`src/rtl/proc_ctrl_pkg.sv`:
```
// Shared definitions for the processor configuration sequencer: state encoding,
// register map indices, mode encodings and control-word helpers.
package proc_ctrl_pkg;

   typedef enum logic [2:0] {
      ST_IDLE,
      ST_DIS,
      ST_WR_K,
      ST_WR_C,
      ST_VFY,
      ST_RUN,
      ST_STOP,
      ST_FAIL
   } seq_state_e;

   localparam logic [4:0] REG_CTRL = 5'd0;
   localparam logic [4:0] REG_K0   = 5'd1;
   localparam int         NUM_K    = 9;

   localparam logic [1:0] MODE_BYPASS = 2'b00;
   localparam logic [1:0] MODE_INVERT = 2'b01;
   localparam logic [1:0] MODE_CONV   = 2'b10;
   localparam logic [1:0] MODE_RSVD   = 2'b11;

   // Control register layout: bit 7 enable, bits 1:0 mode.
   function automatic logic [7:0] ctrl_word(input logic en, input logic [1:0] mode);
      return {en, 5'b0, mode};
   endfunction

   function automatic logic [7:0] kernel_byte(input logic [71:0] k, input logic [3:0] i);
      return k[{i, 3'b000} +: 8];
   endfunction

endpackage

```
`src/rtl/proc_cfg_sequencer.sv`:
```
// Programs the pixel processor (disable, kernel, enable), reads the registers back,
// then runs one frame until the requested number of output pulses or an abort.
module proc_cfg_sequencer
   import proc_ctrl_pkg::*;
#(
   parameter int CNT_W = 16
) (
   input  logic             clk,
   input  logic             rstn,
   input  logic             start,
   input  logic             abort,
   input  logic [1:0]       cfg_mode,
   input  logic [71:0]      cfg_kernel,
   input  logic [CNT_W-1:0] cfg_count,
   output logic             reg_write_en,
   output logic [4:0]       reg_addr,
   output logic [7:0]       reg_wdata,
   input  logic [7:0]       reg_rdata,
   input  logic             proc_valid,
   output logic             busy,
   output logic             done,
   output logic             error,
   output logic [CNT_W-1:0] pix_count
);

   seq_state_e       state_q, state_d;
   logic [3:0]       idx_q, idx_d;
   logic [1:0]       mode_q, mode_d;
   logic [71:0]      kernel_q, kernel_d;
   logic [CNT_W-1:0] count_q, count_d;
   logic [CNT_W-1:0] pix_q, pix_d;
   logic             cmpl_q, cmpl_d;
   logic             done_q, done_d;
   logic             error_q, error_d;

   logic [CNT_W:0]   pix_sum;
   logic [7:0]       vfy_exp;

   // One extra bit lets the saturation and the end-of-frame compare share one adder.
   assign pix_sum = {1'b0, pix_q} + {{CNT_W{1'b0}}, proc_valid};
   assign vfy_exp = (idx_q == 4'd0) ? ctrl_word(1'b1, mode_q)
                                    : kernel_byte(kernel_q, idx_q - 4'd1);

   always_ff @(posedge clk or negedge rstn) begin
      if (!rstn) begin
         state_q  <= ST_IDLE;
         idx_q    <= '0;
         mode_q   <= '0;
         kernel_q <= '0;
         count_q  <= '0;
         pix_q    <= '0;
         cmpl_q   <= 1'b0;
         done_q   <= 1'b0;
         error_q  <= 1'b0;
      end else begin
         state_q  <= state_d;
         idx_q    <= idx_d;
         mode_q   <= mode_d;
         kernel_q <= kernel_d;
         count_q  <= count_d;
         pix_q    <= pix_d;
         cmpl_q   <= cmpl_d;
         done_q   <= done_d;
         error_q  <= error_d;
      end
   end

   always_comb begin
      state_d      = state_q;
      idx_d        = idx_q;
      mode_d       = mode_q;
      kernel_d     = kernel_q;
      count_d      = count_q;
      pix_d        = pix_q;
      cmpl_d       = cmpl_q;
      done_d       = 1'b0;
      error_d      = 1'b0;
      reg_write_en = 1'b0;
      reg_addr     = '0;
      reg_wdata    = '0;

      case (state_q)
         ST_IDLE: begin
            if (start) begin
               if (cfg_mode == MODE_RSVD || cfg_count == '0) begin
                  error_d = 1'b1;
               end else begin
                  mode_d   = cfg_mode;
                  kernel_d = cfg_kernel;
                  count_d  = cfg_count;
                  pix_d    = '0;
                  cmpl_d   = 1'b0;
                  idx_d    = '0;
                  state_d  = ST_DIS;
               end
            end
         end
         ST_DIS: begin
            reg_write_en = 1'b1;
            reg_addr     = REG_CTRL;
            reg_wdata    = ctrl_word(1'b0, MODE_BYPASS);
            idx_d        = '0;
            state_d      = ST_WR_K;
         end
         ST_WR_K: begin
            reg_write_en = 1'b1;
            reg_addr     = REG_K0 + {1'b0, idx_q};
            reg_wdata    = kernel_byte(kernel_q, idx_q);
            if (idx_q == 4'(NUM_K - 1)) begin
               idx_d   = '0;
               state_d = ST_WR_C;
            end else begin
               idx_d = idx_q + 4'd1;
            end
         end
         ST_WR_C: begin
            reg_write_en = 1'b1;
            reg_addr     = REG_CTRL;
            reg_wdata    = ctrl_word(1'b1, mode_q);
            idx_d        = '0;
            state_d      = ST_VFY;
         end
         ST_VFY: begin
            reg_addr = {1'b0, idx_q};
            if (reg_rdata != vfy_exp) begin
               state_d = ST_FAIL;
            end else if (idx_q == 4'(NUM_K)) begin
               idx_d   = '0;
               state_d = ST_RUN;
            end else begin
               idx_d = idx_q + 4'd1;
            end
         end
         ST_RUN: begin
            pix_d = pix_sum[CNT_W] ? '1 : pix_sum[CNT_W-1:0];
            // Abort wins over a simultaneous final pulse; the pulse is still counted.
            if (abort) begin
               cmpl_d  = 1'b0;
               state_d = ST_STOP;
            end else if (pix_sum == {1'b0, count_q}) begin
               cmpl_d  = 1'b1;
               state_d = ST_STOP;
            end
         end
         ST_STOP: begin
            reg_write_en = 1'b1;
            reg_addr     = REG_CTRL;
            reg_wdata    = ctrl_word(1'b0, mode_q);
            done_d       = cmpl_q;
            state_d      = ST_IDLE;
         end
         ST_FAIL: begin
            reg_write_en = 1'b1;
            reg_addr     = REG_CTRL;
            reg_wdata    = ctrl_word(1'b0, MODE_BYPASS);
            error_d      = 1'b1;
            state_d      = ST_IDLE;
         end
         default: state_d = ST_IDLE;
      endcase
   end

   assign busy      = (state_q != ST_IDLE);
   assign done      = done_q;
   assign error     = error_q;
   assign pix_count = pix_q;

endmodule

```
`config.mk`:
```
export PLATFORM = sky130hd
export DESIGN_NAME = proc_cfg_sequencer
export DESIGN_NICKNAME = d
export VERILOG_FILES = /design/src/rtl/proc_ctrl_pkg.sv /design/src/rtl/proc_cfg_sequencer.sv
export SDC_FILE = /design/constraint.sdc
export NUM_CORES = 1
export LEC_CHECK = 0
export BUFFER_PORTS_ARGS = -buffer_cell sky130_fd_sc_hd__buf_2
export CORE_MARGIN = 3
export CORE_UTILIZATION = 54
export CTS_CLUSTER_DIAMETER = 120
export CTS_CLUSTER_SIZE = 30
export DETAILED_ROUTE_END_ITERATION = 16
export PLACE_DENSITY = 0.87
export SYNTH_ARGS = -nofsm -noshare
export SYNTH_HDL_FRONTEND = slang
export SYNTH_SLANG_ARGS = --single-unit
```
`constraint.sdc`:
```
create_clock -name clk -period 4.1 [get_ports clk]
set_input_delay 0.205 -clock clk [delete_from_list [all_inputs] [get_ports clk]]
set_output_delay 0.205 -clock clk [all_outputs]
set_load 0.01 [all_outputs]
```
-- Yosys cells after proc, flatten, opt, wreduce, memory -nomap -nowiden
Index checks and enable logic that the tools add are counted.
- $add $sub $neg: 4
- eq/ne operators: 18
- shifts and indexed selects: 2
- muxes and demuxes: 31
- bitwise logic cells: 1
- reductions and logical operators: 15
- operators by type and width (operator ; number):
    $shiftx 72x8->8 ; 2
    $mux 16 ; 3
    $pmux 16 s2 ; 1
    $pmux 8 s3 ; 1
    $mux 3 ; 7
    $pmux 3 s7 ; 1
    $mux 4 ; 5
    $add 16x1->17 ; 1
    $eq 17x16->1 ; 1
    $logic_not 16->1 ; 1
    $pmux 4 s4 ; 1
    $eq 3x3->1 const B ; 4
    $pmux 5 s2 ; 1
    $eq 4x4->1 const B ; 2
    $mux 1 ; 8
    $mux 8 ; 1
    $ne 2x2->1 const B ; 4
    $ne 8x8->1 ; 1
    $reduce_and 4->1 ; 2
    $eq 3x2->1 const B ; 2
    $ne 3x3->1 const B ; 2
    $reduce_and 3->1 ; 2
    $add 1x4->5 const A ; 1
    $reduce_and 5->1 ; 1
    14 further kinds ; 16
- flip-flop bits (word level): 116
- output and inout bits: 33

-- Longest topological paths before layout
- depth in word-level cells: 6
- gate-level depth with buffers: 14
- mapped depth without buffers: 10

-- Least setup slack after synthesis
Ideal clock, no wire load.
- path kind: reg-to-reg
- from: register idx_q[0]
- to: register idx_q[3]
- library setup time: 0.103 ns
- arrival: 3.349 ns
- required time: 3.997 ns
- path slack: 0.648 ns
- stages on the path, launching flop included: 12
- path buffers: 1
- clock period less this slack: 3.452 ns
- path through: dfrtp_1 -> buf_2 -> clkinv_1 -> ha_1 -> xor2_2 -> mux4_1 -> a22oi_1 -> a311oi_1 -> nor4_2 -> nand4_1 -> o22a_2 -> o41ai_2
- longest elaborated chain between the ends: 6
- elaborated cells between the ends (all ways): 14
- ends and longest elaborated chain (item ; line ; RTL):
    start, declared ; proc_cfg_sequencer.sv:27 ; logic [3:0] idx_q, idx_d;
    start signal, assigned ; proc_cfg_sequencer.sv:57 ; idx_q <= idx_d;
    $sub 4x1->4 ; proc_cfg_sequencer.sv:42 ; : kernel_byte(kernel_q, idx_q - 4'd1);
    $shiftx 72x8->8 ; proc_ctrl_pkg.sv:31 ; return k[{i, 3'b000} +: 8];
    $mux 8 ; proc_cfg_sequencer.sv:41 ; assign vfy_exp = (idx_q == 4'd0) ? ctrl_word(1'b1, mode_q)
    $ne 8x8->1 ; proc_cfg_sequencer.sv:125 ; if (reg_rdata != vfy_exp) begin
    $ne 2x2->1 (no source line) ; n/a ;
    $reduce_and 4->1 (no source line) ; n/a ;
Parallel ways exist; a longest one is shown, timed or not. The select of a mux whose other input is x is not followed.
A chain may end at the register's enable or synchronous reset.

-- Worst setup path after layout
Same ends and word-level chain as after synthesis.

==> results.json <==
{
  "grt_max_degree": 56,
  "synth_enable_flop_cells": 0,
  "fin_tns_setup_ns": 0,
  "final_common_cell": "buf_2",
  "avgSynthCellArea_um2": 10.5,
  "nets": 922,
  "rrSetupSlack_ns": 0.65,
  "finalCriticalPeriod_ns": 3.45,
  "die_area_um2": 14600,
  "skew_ns": 0.00742,
  "yosysTopAreaCellShare_pct": 40.9,
  "status": "completed",
  "netSwitchingFraction_pct": 36.9,
  "grt_pass1_wl_mm": 31.3,
  "io-pin-count": 136,
  "cts_setup_buffers": 0,
  "drt-initial-drc-count": 760,
  "timing.fmax_ghz": 0.290,
  "clockRootBuffer": "clkbuf_16",
  "layout_common_cells": "134 x buf_2, 116 x dfrtp_1, 91 x mux2_2",
  "drt_wl_total_mm": 19.6,
  "rsz0062_at_grt": "false",
  "p_leak_nw": 3.85,
  "ant_nets": 0,
  "slew_violations": 0,
  "required_ns": 4.37,
  "dpl_cell_area_um2": 7910,
  "synth_seq_cells": 116,
  "ctsResizeCount": 0,
  "dp_hpwl_mm": 13.4,
  "synth.area.top_cells": "dfrtp_1 41%, mux2_2 14%, mux4_2 6.7%, o21ai_0 3.0%, nor2_1 2.8%",
  "ys_async_sr_fraction_pct": 100,
  "wl_per_cell_um": 19.7,
  "cts_hold_buffers": 15,
  "fin_crit_sh_pct": 84.1,
  "crit_fanout": 19,
  "fin_area_um2": 8660,
  "slowest_delay_ns": 0.56,
  "irDropWorstVdd_v": 0.000493,
  "place_congestion": 0.987,
  "cts.clk_slew.worst_paths_ns": 0.06,
  "worstPathCellList": "clkinv_1, ha_1, xnor2_4, mux2_1, nand4_1, mux2_2, a221oi_1, nand4_1, o311ai_1, o41ai_2",
  "port_buffers": 135,
  "worst_slew_pin_slew_ns": 1.17,
  "power_density_nw_per_um2": 742,
  "drc": 0,
  "switching_power_mw": 2.37,
  "syn_inst": 674,
  "seq_power_share_pct": 33.1,
  "worst_setup_path_start_kind": "flip-flop",
  "p_comb_share_pct": 43.3,
  "drt-pass1-iter-count": 6,
  "cts_tree": "yes",
  "clock-sinks": 116,
  "yosys.area.top_type": "dfrtp_1",
  "cts_buffers": 17,
  "antenna_found_initial": 1,
  "core_um2": 12700,
  "relSlewSlack_pct": 21.7,
  "ys_seq_area_share_pct": 40.9,
  "start_util_pct": 55.8,
  "grt_pass1_vias": 6119,
  "clock_path_buffers": 2,
  "grt-ovfl-total": 0,
  "insertion_delay_ns": 0.42,
  "viasPerCell": 6.28,
  "cp.arrival_ns": 3.72,
  "hp-class": "in -> reg",
  "endpoint_kind": "flip-flop",
  "die_x_um": 121,
  "ys.flop_type": "dfrtp_1",
  "fin_util_pct": 68.1,
  "hold_viol_final": 0,
  "syn_nets": 783,
  "synth_area_um2": 7100,
  "grt_usage_pct": 27.3,
  "layout-drive-gt1-share_pct": 36.4,
  "die_h_um": 121,
  "internal-power_mw": 4.05,
  "crit_type": "reg -> reg",
  "num_vias": 6271,
  "maxCapViolCount": 0,
  "setup_viol": 0,
  "row_count": 41,
  "pwr-share-clk_pct": 23.6,
  "critPathMostFrequentCell": "nand4_1",
  "h-tree-depth": 4,
  "yosysWarnings": 0,
  "ys_types": 68,
  "cp_slowest_cell": "xnor2_4",
  "syn_to_final_growth_pct": 22.0
}
## power by group through the flow
stage / clock network (mW) / registers [mW] / logic (mW)
after floorplan: 0 / 1.90 / 2.18
after global placement: 0 / 2.08 / 2.61
after detailed placement: 0 / 2.11 / 2.69
after CTS: 1.53 / 2.10 / 2.73
after global routing: 1.58 / 2.17 / 2.99
final: 1.52 / 2.13 / 2.78
## kinds of logic (layout without fill, tap and decap cells)
kind of cell	Yosys count	in the layout	synth area share, %
multiplexers	134	134	24.7
XOR/XNOR	28	28	3.93
AO/OA/AOI/OAI	132	132	11.9
adder cells (fa/ha/maj)	6	6	1.06
flip-flops	116	116	40.9
AND/OR/NAND/NOR	197	197	13.9
other	0	1	0
buffers and inverters	61	212	3.65
## final cells by class
class | count | area (um2)
Sequential cell | 116 | 2900
Clock buffer | 22 | 474
Multi-Input combinational cell | 497 | 3940
Fill cell | 905 | 4060
Antenna cell | 1 | 2.50
Clock inverter | 9 | 128
Timing Repair Buffer | 160 | 916
Inverter | 21 | 78.8
Tap cell | 172 | 215
## synthesized netlist by cell type, types with 3 or more instances
master and n:
dfrtp_1 116, mux2_2 91, nor2_1 52, nand2_1 50
o21ai_0 42, a21oi_1 33, clkbuf_1 21, mux4_2 21
nand3_1 20, inv_1 19, mux2i_1 19, xnor2_1 18
buf_2 12, nor3_1 12, a31oi_1 8, nand4_1 8
nor4_1 8, a32oi_1 7, and3_1 7, xor2_1 7
ha_1 6, nor2b_1 6, nor3b_1 6, o211ai_1 6
and2_1 5, buf_1 5, nand2b_1 5, o22a_1 4
a211oi_1 3, a22oi_1 3, and4_1 3, nand3b_1 3
## flip-flops by register name (all words and copies together) (netlist names)
register   cells
kernel_q      72
count_q       16
pix_count     16
idx_q          4
state_q        3
mode_q         2
cmpl_q         1
done           1
error          1
## routing by layer
metal	routed length, um	global-route usage, %	share of wire (%)
met1	7630	35.0	39
met2	9400	43.9	48
met3	1820	7.30	9.3
met4	753	11.8	3.8
met5	0	0	0
## path summary, 6_finish.rpt
path | from | endpoint | cells past startpoint
setup / recovery | idx_q[0] | idx_q[3] | 10
setup reg to reg | idx_q[0] | idx_q[3] | 10
hold / removal | cfg_kernel[53] | kernel_q[53] | 2
hold reg to reg | cmpl_q | cmpl_q | 1
max in group asynchronous | rstn | kernel_q[54] | 3
min in group asynchronous | rstn | pix_count[8] | 2
## metrics by stage
step           hold WS (ns)  instances  worst slack (ns)  power [mW]
2_1_floorplan       -0.0906        674             0.648        4.08
6_report             0.0160        998             0.650        6.42
3_5_place_dp          0.131        951             0.741        4.80
3_3_place_gp          0.133        951             0.839        4.68
5_1_grt             0.00465        998             0.412        6.75
4_1_cts            0.000506        997             0.698        6.37
## critical path: cells and delay by family (launching register included)
family	cells	cell delay, ns
adder cells (fa/ha/maj)	1	0.35
buffers and inverters	1	0.09
flip-flops	1	0.35
AND/OR/NAND/NOR	2	0.34
multiplexers	2	0.74
AO/OA/AOI/OAI	3	0.87
XOR/XNOR	1	0.56
Note: power is estimated with default switching activity, not from simulation.
